File: config.mk
export PLATFORM = sky130hd
export DESIGN_NAME = pipe_reg_skid
export DESIGN_NICKNAME = d
export VERILOG_FILES = /design/src/rtl/pipe_reg_skid.sv
export SDC_FILE = /design/constraint.sdc
export NUM_CORES = 1
export LEC_CHECK = 0
export ABC_AREA = 0
export BUFFER_PORTS_ARGS = -buffer_cell sky130_fd_sc_hd__buf_2
export CAP_MARGIN = 20
export CORE_UTILIZATION = 48
export CTS_CLUSTER_DIAMETER = 40
export DETAILED_ROUTE_END_ITERATION = 8
export PLACE_DENSITY_LB_ADDON = 0.2
export SETUP_SLACK_MARGIN = 0.4
export SLEW_MARGIN = 20
export SYNTH_ARGS = -nofsm -noshare
export SYNTH_HDL_FRONTEND = slang
export SYNTH_SLANG_ARGS = --single-unit
export TNS_END_PERCENT = 50
File: constraint.sdc
create_clock -name clock -period 1.9 [get_ports clock]
set_clock_uncertainty 0.05 [all_clocks]
set_input_delay 0.095 -clock clock [delete_from_list [all_inputs] [get_ports clock]]
set_output_delay 0.095 -clock clock [all_outputs]
set_load 0.005 [all_outputs]
File: src/rtl/pipe_reg_skid.sv
`default_nettype none
// ============================================================================
// Module  : pipe_reg_skid
// Purpose : Inter-stage pipeline register with a 2-entry skid buffer and a
//           synchronous flush. in_ready comes from registered state only.
// Rev     : 1.0  initial release
// ============================================================================
module pipe_reg_skid #(
   parameter int               WIDTH     = 64,
   parameter logic [WIDTH-1:0] CLR_VALUE = {WIDTH{1'b0}}
) (
   input  logic             clock,
   input  logic             clr,
   input  logic             flush,
   input  logic             in_valid,
   output logic             in_ready,
   input  logic [WIDTH-1:0] in_data,
   output logic             out_valid,
   input  logic             out_ready,
   output logic [WIDTH-1:0] out_data,
   output logic [1:0]       count
);

   // Occupancy codes as {skid_v, main_v}; 2'b10 cannot be reached legally.
   localparam logic [1:0] c_empty = 2'b00;
   localparam logic [1:0] c_one   = 2'b01;
   localparam logic [1:0] c_full  = 2'b11;

   logic [WIDTH-1:0] r_main_q;
   logic [WIDTH-1:0] r_skid_q;
   logic             r_main_v;
   logic             r_skid_v;

   logic             w_in_ready;
   logic             w_in_fire;
   logic             w_out_fire;
   logic [1:0]       w_occ;

   assign w_in_ready = clr & ~r_skid_v;
   assign w_in_fire  = in_valid & w_in_ready;
   assign w_out_fire = r_main_v & out_ready;
   assign w_occ      = {r_skid_v, r_main_v};

   assign in_ready   = w_in_ready;
   assign out_valid  = r_main_v;
   assign out_data   = r_main_q;
   assign count      = {1'b0, r_main_v} + {1'b0, r_skid_v};

   always_ff @(posedge clock) begin
      if (!clr) begin
         r_main_v <= 1'b0;
         r_skid_v <= 1'b0;
         r_main_q <= CLR_VALUE;
         r_skid_q <= CLR_VALUE;
      end else if (flush) begin
         // Squash only the valid bits; payload registers keep their contents.
         r_main_v <= 1'b0;
         r_skid_v <= 1'b0;
      end else begin
         case (w_occ)
            c_empty: begin
               if (w_in_fire) begin
                  r_main_q <= in_data;
                  r_main_v <= 1'b1;
               end
            end
            c_one: begin
               if (w_in_fire && w_out_fire) begin
                  r_main_q <= in_data;
               end else if (w_in_fire) begin
                  r_skid_q <= in_data;
                  r_skid_v <= 1'b1;
               end else if (w_out_fire) begin
                  r_main_v <= 1'b0;
               end
            end
            c_full: begin
               if (w_out_fire) begin
                  r_main_q <= r_skid_q;
                  r_skid_v <= 1'b0;
               end
            end
            default: begin
               // Unreachable encoding: fall back to empty rather than lock up.
               r_main_v <= 1'b0;
               r_skid_v <= 1'b0;
            end
         endcase
      end
   end

`ifndef SYNTHESIS
   a_skid_implies_main : assert property (@(posedge clock) disable iff (!clr)
      r_skid_v |-> r_main_v);

   a_no_fire_when_full : assert property (@(posedge clock) disable iff (!clr)
      !(w_in_fire && r_skid_v));

   a_stall_stable : assert property (@(posedge clock) disable iff (!clr)
      (r_main_v && !out_ready && !flush) |=> (r_main_v && $stable(r_main_q)));
`endif

endmodule
`default_nettype wire

==> impl_results.md, run 1 <==
* Die span in x at 111 µm
* Worst-margin pin slew at 0.513 ns
* First-pass GRT wire length at about 24000 µm
* TritonCTS Sinks at 130
* Final Non-Filler Cells at 952
* Detailed placement HPWL at 8660 µm
* # IOs at 137
* Mapped Area at 0.00566 mm²
* Worst-Skew Late Latency at 0.41 ns
* Final instance area at about 0.008 mm²
* Drt wl/cell at roughly 17 µm
* Final WL at roughly 16000 µm
* CP Data Required Time at 2.20 ns
* Clock Tree Root: clkbuf_16
* RSZ-0062 raised after global routing: yes
* GPL Wtd Cong at approximately 0.77
* Gr ovfl total at 0
* Worst path arrival time at roughly 2.1 ns
* Rows at 39
* Overall routing resource usage at 0.250
* Register share of total power at 0.420
* Final Max Slew Viols at 0
* Max-cap violation count at 0
* Die Span Y at 111 µm
* Switching part of the total power at 0.224
* P_sw at 0.00155 W
* CP max FO at 10
* Die ar. at between 0.01 and 0.015 mm²
* H-tree levels at 4
* Syn Area/Cell at 9.51 µm²
* Syn_nets at 668
* Synth area leader: dfxtp_1
* CP Capture Type: register
* DP Area at 0.00651 mm²
* Internal power at 0.00537 W
* Final Cycle Share at 0.966
* Startpoint types: register
* Syn Inst Count at 595
* Initial DRC count at 377
* Vias per inst at 5.48
* Area of the multi-input gates at roughly 0.0029 mm²
* Reg area at roughly 0.0026 mm²
* Commonest non-fill, non-tap cell in the layout: buf_2
* # fillers at about 850
* Tightest Hold Check Type: input port to register
* Finished Core Util at 0.716
* Area share of the largest cell type after synthesis at 0.460
* Share of layout cells above drive strength 1 at 0.281
* Combinational Power Share at 0.122
* Status: finished clean
* CTS buffer count at 17
* Area Growth Syn to Fin at 45.0%
* Max frequency at 0.545 GHz
* Clock Path Buffers at 2
* Reg2Reg Depth at 7
* Final min period at 1.84 ns
* Max_slew headroom at 0.658
* CTS tree: built
* Post-synthesis sequential area ratio at 0.460
* Clock share of power at 0.458
* Synthesis Warnings at 0
* Most frequent cells in the layout: buf_2, dfxtp_1, nand2_1
* Number of synthesized register bits at 130
* DRC at 0
* 1st-pass router iterations at 4
* Vias in the first global route at 5092
* Starting density of the core at 0.494
* Port buffer count at 136
* Leak pwr at 3.86 nW
* Core area at approximately 0.011 mm²
* Yosys cell types at 26
* Number of antenna-violating nets in the routed design at 0
* Placed cell count at 834
* Largest cells by area after synthesis: dfxtp_1, mux2i_1, o211a_1
* Final Net Count at ~870
* Initial antenna violation count at 1
* Pwr Density at 843 mW/mm²
* Final setup violation count at 0
* Register-to-Register Setup Slack at 0.06 ns
* CTS clk-pin slew, worst paths at 0.05 ns
* Critical path class: register to register
* Final Hold Fails at 0
* Largest net degree at the start of global routing at between 100 and 150
* Maximum VDD drop at 690 µV
* WHS Path Cells at 3
* Via Count at 5221
[flip-flops by register name, summed over array words and instances (netlist names)]
| name | cells |
|---|---|
| out_valid | 1 |
| r_skid_v | 1 |
| out_data | 64 |
| r_skid_q | 64 |
[power groups by stage]
stage	clock network, W	registers (W)	logic, W
floorplan	0	0.00296	0.000329
global placement	0	0.00296	0.000590
detailed placement	0	0.00296	0.000602
CTS	0.00322	0.00290	0.000756
global route	0.00335	0.00291	0.000906
finish	0.00317	0.00291	0.000842
[cell usage after synthesis]
cell type,n
nand3b_1,1
mux2i_1,64
a21oi_1,2
buf_6,6
and4b_1,1
a2111oi_2,1
and2_1,1
clkbuf_1,23
buf_1,4
dfxtp_1,130
o311a_1,1
a21boi_0,64
a21boi_1,1
buf_4,7
a41o_1,1
o21ai_0,2
o31ai_1,1
nand2_1,131
o211a_1,64
ha_1,4
nand4b_1,1
and3b_1,1
nand3_1,64
inv_1,2
buf_2,16
nor2b_1,2
[final timing paths]
path	endpoint	from
worst max-delay path	out_data[46]$_SDFFE_PN0P_	r_skid_v$_SDFFE_PP0P_
worst min-delay path	r_skid_v$_SDFFE_PP0P_	flush
worst max register to register	out_data[46]$_SDFFE_PN0P_	r_skid_v$_SDFFE_PP0P_
worst min register to register	r_skid_q[23]$_SDFFE_PN0P_	r_skid_q[23]$_SDFFE_PN0P_
[per-stage QoR]
step           setup TNS [ns]  total power, W  hold slack, ns  setup slack (ns)
2_1_floorplan               0         0.00329           0.190             0.266
3_3_place_gp                0         0.00355           0.307             0.104
3_5_place_dp                0         0.00356           0.314            0.0150
4_1_cts                     0         0.00688         0.00276            0.0786
5_1_grt                -0.185         0.00717          0.0304           -0.0158
6_report                    0         0.00692          0.0259            0.0647
[repair_timing]
item	4_1_cts	5_1_grt
gates resized for setup	11	47
endpoints found under the hold margin	64	0
pin swaps	1	15
setup buffers	6	5
hold buffers	64	0
setup endpoints to repair	130	130
cloned	2	9
[layer usage]
layer	up-vias	routed length [µm]	track usage
met4	0	399	0.100
met5	-	0	0
li1	2510	-	-
met3	32	861	0.0686
met2	147	7760	0.425
met1	2532	7180	0.297
[area by class of cell]
| class | count | share of cell area |
|---|---|---|
| Tap cell | 143 | 0.0218 |
| Sequential cell | 130 | 0.318 |
| Clock inverter | 5 | 0.00915 |
| Timing Repair Buffer | 238 | 0.237 |
| Clock buffer | 26 | 0.0608 |
| Antenna cell | 1 | 0.000305 |
| Inverter | 2 | 0.000915 |
| Multi-Input combinational cell | 407 | 0.352 |
[cells by family after synthesis]
kind of cell	after synthesis	synth area share
multiplexers	64	0.113
buffers and inverters	58	0.0546
flip-flops	130	0.460
AND/OR/NAND/NOR	202	0.153
AO/OA/AOI/OAI	137	0.210
adder cells (fa/ha/maj)	4	0.00884
[worst max-delay path, stage by stage (launching register included)]
cell       delay (ns)
dfxtp_4          0.36
nand3b_1         0.22
a2111oi_4        0.36
buf_4            0.18
and2_4           0.18
clkbuf_16        0.17
buf_16           0.13
o211a_1          0.13
Note: power is estimated with default switching activity, not from simulation.
==> inputs of run 2 (changes only) <==
Settings changed: CORE_MARGIN set to 2.
==> run 2 against run 1 <==
  * The run now ends with negative setup slack left
  * Flip-flop and latch count unchanged
  * Core utilization increased by 3.7 points
  * First-iteration DRC count increased by 36%
  * Design area increased by 5.2%
  * Setup slack got worse by 0.071 ns
  * Sequential share of layout area decreased by 1.6 points
  * Register-to-register slack got worse by 0.07 ns
  * Critical path type unchanged
  * Largest cell class unchanged
==> impl_results.md, run 2 (same netlist as run 1, synthesis figures left out) <==
* Initial antenna violation count at 0
* Core area at between 0.01 and 0.015 mm²
* WHS Path Cells at 5
* H-tree levels at 4
* Vias per inst at 5.51
* CP max FO at 8
* FF-to-FF End: out_data[22]$_SDFFE_PN0P_
* Port buffer count at roughly 140
* GPL Wtd Cong at 0.733
* CTS clk-pin slew, worst paths at ~0.06 ns
* Starting density of the core at 0.494
* Area Growth Syn to Fin at 52.5%
* Vias in the first global route at approximately 5200
* Share of layout cells above drive strength 1 at 0.302
* Die ar. at between 0.01 and 0.015 mm²
* Worst setup margin at -0.00610 ns
* CP Buf/Inv Count at 3
* Leak pwr at 4.02 nW
* 1st-pass router iterations at 5
* Critical path cell sequence: ha_4 -> a21boi_4 -> a2111oi_4 -> buf_6 -> buf_12 -> clkbuf_16 -> nand3_1 -> o211a_1
* Clock Path Buffers at 2
* Final Hold Fails at 0
* Reg2Reg Depth at 8
* Final hold slack at between 0.15 and 0.2 ns
* Most frequent cells in the layout: buf_2, nand2_1, dfxtp_1, dlygate4sd3_1
* Number of antenna-violating nets in the routed design at 0
* Final WL at 17200 µm
* Reg-to-Reg Start: r_skid_v$_SDFFE_PP0P_
* Rows at 39
* Critical path's top delay family: compound AO/OA/AOI/OAI gates
* DRC at 0
* Final Cycle Share at 1.00
* Final setup violation count at 2
* Via Count at about 5300
* Startpoint types: register
* Max-cap violation count at 0
* Worst Hold Path EP: r_skid_v$_SDFFE_PP0P_
* Final Max Slew Viols at 0
* Critical path class: register to register
* CTS tree: built
* Commonest non-fill, non-tap cell in the layout: buf_2
* CP Data Required Time at 2.16 ns
* CP Capture Type: register
* TritonCTS Sinks at 130
* Critical Path Stages at 8
* Drt wl/cell at between 15 and 20 µm
* Detailed placement HPWL at 9050 µm
* Final min period at 1.91 ns
* Worst path arrival time at 2.16 ns
* Die Span Y at roughly 110 µm
* Hold wc startpoint: out_ready
* Slowest cell on crit path: dfxtp_4
* Failing checks: negative setup slack
* Pre-CTS WS at -0.0485 ns
* CP max stage delay at 0.38 ns
* Clock Tree Root: clkbuf_16
* Total power at approximately 0.0078 W
* Max_slew headroom at 0.541
* Final Net Count at 879
* Initial DRC count at 514
* First-pass GRT wire length at 26000 µm
* Gr ovfl total at 0
* Worst-margin pin slew at 0.688 ns
* Max frequency at 0.525 GHz
* Worst-Skew Late Latency at 0.41 ns
* Status: finished, violations left
* Overall routing resource usage at 0.258
* Largest net degree at the start of global routing at 75
* Pwr Density at ~900 mW/mm²
* Maximum VDD drop at a little over 800 µV
* Register-to-Register Setup Slack at -0.006 ns
* Tightest Hold Check Type: input port to register
* # IOs at 137
* RSZ-0062 raised after global routing: yes
* Setup TNS at -0.00932 ns
* Die span in x at 113 µm
* CTS buffer count at 17
## run 2: final cells by class
class | instances | area, µm²
multi-input cells | 407 | 2930
fillers | 759 | 2840
flip-flops and latches | 130 | 2610
repair buffers | 248 | 2190
clock buffers | 18 | 429
clock inverters | 14 | 283
well taps | 143 | 179
inverters | 2 | 7.51
diodes | 1 | 2.50
## run 2: worst reg2reg max path, delay by kind of cell, from the launching register on
family / cells / cell delay, ns
AO/OA/AOI/OAI: 3 / 0.63
adder cells (fa/ha/maj): 1 / 0.18
buffers and inverters: 3 / 0.47
flip-flops: 1 / 0.38
AND/OR/NAND/NOR: 1 / 0.09
## run 2: worst max path at each step
stage,endpoint,slack [ns],from
2_1_floorplan,out_data[0]$_SDFFE_PN0P_,0.27,out_valid$_SDFFE_PP0P_
3_5_place_dp,out_data[17]$_SDFFE_PN0P_,-0.05,r_skid_v$_SDFFE_PP0P_
6_report,out_data[22]$_SDFFE_PN0P_,-0.006,r_skid_v$_SDFFE_PP0P_
5_1_grt,out_data[22]$_SDFFE_PN0P_,-0.12,r_skid_v$_SDFFE_PP0P_
3_3_place_gp,out_data[33]$_SDFFE_PN0P_,0.06,r_skid_v$_SDFFE_PP0P_
4_1_cts,out_data[34]$_SDFFE_PN0P_,0.08,r_skid_v$_SDFFE_PP0P_
## run 2: per-stage QoR
step	area, µm²	cells	utilization
after detailed placement	6480	837	0.565
after global routing	8630	962	0.752
after floorplan	5750	595	-
after CTS	8260	950	0.720
after global placement	6480	837	0.565
final	8630	963	0.753
## run 2: report_power, final
group | internal (W) | switching (W) | total [W]
sequential | 0.00284 | 0.0000686 | 0.00291
clock | 0.00273 | 0.00121 | 0.00394
combinational | 0.000531 | 0.000400 | 0.000931
total | 0.00610 | 0.00168 | 0.00778
## run 2: per-layer routing
layer	vias to the layer above	share of wire	GRT usage
li1	2531	-	-
met1	2576	0.42	0.320
met2	180	0.51	0.436
met3	17	0.065	0.0653
met4	0	0.011	0.0911
met5	-	0	0
## run 2: what timing repair did
item,CTS,global route
gates resized for setup,28,52
hold buffers,65,0
pin swaps,5,9
setup buffers,9,4
gates cloned,7,8
endpoints found under the hold margin,67,0
setup endpoints to repair,130,130
==> inputs of run 3 (changes only) <==
Settings changed: CORE_UTILIZATION 48 to 50, CTS_BUF_LIST set to sky130_fd_sc_hd__clkbuf_8.
==> run 3 against run 2 <==
  * Global-route usage rose by 0.15 points
  * Non-clock buffer count fell by 23
  * Critical endpoint is now out_data[7]$_SDFFE_PN0P_
  * Wire length fell by 11%
  * Power fell by 24%
  * Via count fell by 3.8%
  * Worst hold slack got worse by 0.019 ns
  * The run now ends clean
  * First-iteration DRC count fell by 36%
  * Combinational power fell by 20%
  * Register-to-register slack improved by 0.08 ns
==> impl_results.md, run 3 (same netlist as run 1, synthesis figures left out) <==
* Critical path class: register to register
* Tightest Hold Check Type: input port to register
* Drt wl/cell at 16.3 µm
* Final WL at 15300 µm
* 1st-pass router iterations at 7
* Pwr Density at 772 mW/mm²
* Rows at 38
* First-pass GRT wire length at 24500 µm
* Final hold slack at 0.134 ns
* Vias in the first global route at 5190
* Worst path arrival time at between 2 and 2.5 ns
* Core area at 0.0109 mm²
* Port buffer count at about 140
* H-tree levels at 4
* Critical path's top delay family: compound AO/OA/AOI/OAI gates
* Via Count at around 5100
* CTS tree: built
* Commonest non-fill, non-tap cell in the layout: buf_2
* # fillers at 867
* ANT cells at 0
* Share of layout cells above drive strength 1 at 0.252
* Starting density of the core at 0.518
* Final min period at 1.83 ns
* Vias per inst at about 5.5
* Setup TNS at 0 ns
* Worst-margin pin slew at between 0.7 and 0.8 ns
* CP Data Required Time at 2.24 ns
* # IOs at 137
* Final Hold Fails at 0
* Detailed placement HPWL at 8930 µm
* Status: finished clean
* Area Growth Syn to Fin at 35.2%
* CTS clk-pin slew, worst paths at 0.07 ns
* Max frequency at about 0.55 GHz
* Die Span Y at 110 µm
* Final Net Count at 856
* CP Capture Type: register
* Die span in x at 110 µm
* Max_slew headroom at 0.493
* Leak pwr at about 3.6 nW
* Initial DRC count at roughly 330
* Max-cap violation count at 0
* Most frequent cells in the layout: buf_2, nand2_1, dfxtp_1, dlygate4sd3_1
* TritonCTS Sinks at 130
* CTS buffer count at 17
* Worst-Skew Late Latency at between 0.4 and 0.5 ns
* GPL Wtd Cong at 0.789
* Initial antenna violation count at 0
* Slowest cell on crit path: dfxtp_4
* Final Max Slew Viols at 0
* Critical path cell sequence: ha_4 -> a21boi_4 -> a2111oi_4 -> buf_4 -> and2_4 -> buf_12 -> o211a_1
* Final setup violation count at 0
* CP Buf/Inv Count at 2
* Total power at about 0.0059 W
* Startpoint types: register
* Clock Tree Root: clkbuf_8
* Die ar. at around 0.012 mm²
* CP max FO at 27
* Final Cycle Share at 0.961
* Gr ovfl total at 0
* Number of antenna-violating nets in the routed design at 0
* Largest net degree at the start of global routing at 83
* Overall routing resource usage at 0.260
* CP max stage delay at 0.37 ns
* Maximum VDD drop at 584 µV
* RSZ-0062 raised after global routing: yes
* Clock Path Buffers at 2
* DRC at 0
-- run 3: cell count changes in the layout (fill, tap and decap cells not counted), moves of 14 or more --
| cell | change |
|---|---|
| nand3_1 | +15 |
| a21boi_1 | -14 |
| clkbuf_8 | +24 |
| clkbuf_16 | -25 |
| nand3_2 | -15 |
| a21boi_0 | +16 |
-- run 3: worst paths after layout --
kind                                  start                         to  slack (ns)  depth (start not counted)
hold / removal                    out_ready      r_skid_v$_SDFFE_PP0P_        0.13                          3
hold reg to reg   r_skid_q[42]$_SDFFE_PN0P_  r_skid_q[42]$_SDFFE_PN0P_        0.41                          2
setup / recovery     out_valid$_SDFFE_PP0P_   out_data[7]$_SDFFE_PN0P_        0.07                          7
setup reg to reg     out_valid$_SDFFE_PP0P_   out_data[7]$_SDFFE_PN0P_        0.07                          7
-- run 3: metrics by stage --
| stage | utilization | cell area, µm² | worst slack [ns] | std cells |
|---|---|---|---|---|
| after floorplan | - | 5750 | 0.266 | 595 |
| after global placement | 0.597 | 6530 | 0.111 | 834 |
| after detailed placement | 0.597 | 6530 | 0.0579 | 834 |
| after CTS | 0.698 | 7630 | 0.0745 | 935 |
| after global routing | 0.699 | 7650 | -0.0211 | 935 |
| final | 0.699 | 7650 | 0.0736 | 935 |
-- run 3: final cells by class --
class                           instances  area [µm²]  area share
Multi-Input combinational cell        407        2810       0.368
Sequential cell                       130        2610       0.341
Timing Repair Buffer                  225        1650       0.216
Clock buffer                           24         330      0.0432
Tap cell                              140         175      0.0229
Clock inverter                          7        56.3     0.00736
Inverter                                2        10.0     0.00131
-- run 3: repair_timing --
item	CTS	global route
hold buffers	65	0
gates cloned	1	0
resized for setup	6	9
hold endpoints to repair	127	0
buffers inserted	4	0
setup endpoints to repair	131	130
pin swaps	1	0
-- run 3: power breakdown --
part	internal [W]	switching (W)	total (W)
clock network	0.00125	0.00101	0.00226
logic	0.000403	0.000339	0.000742
registers	0.00284	0.0000630	0.00290
-- run 3: worst min-delay path, delay by kind of cell --
| family | cells | cell delay, ns |
|---|---|---|
| buffers and inverters | 1 | 0.13 |
| AO/OA/AOI/OAI | 2 | 0.37 |
-- run 3: metal layers --
metal  up-vias  track usage  routed length, µm
li1       2472            -                  -
met1      2439        0.305               6320
met2       167        0.442               7680
met3        24       0.0764                969
met4         0        0.107                291
met5         -            0                  0
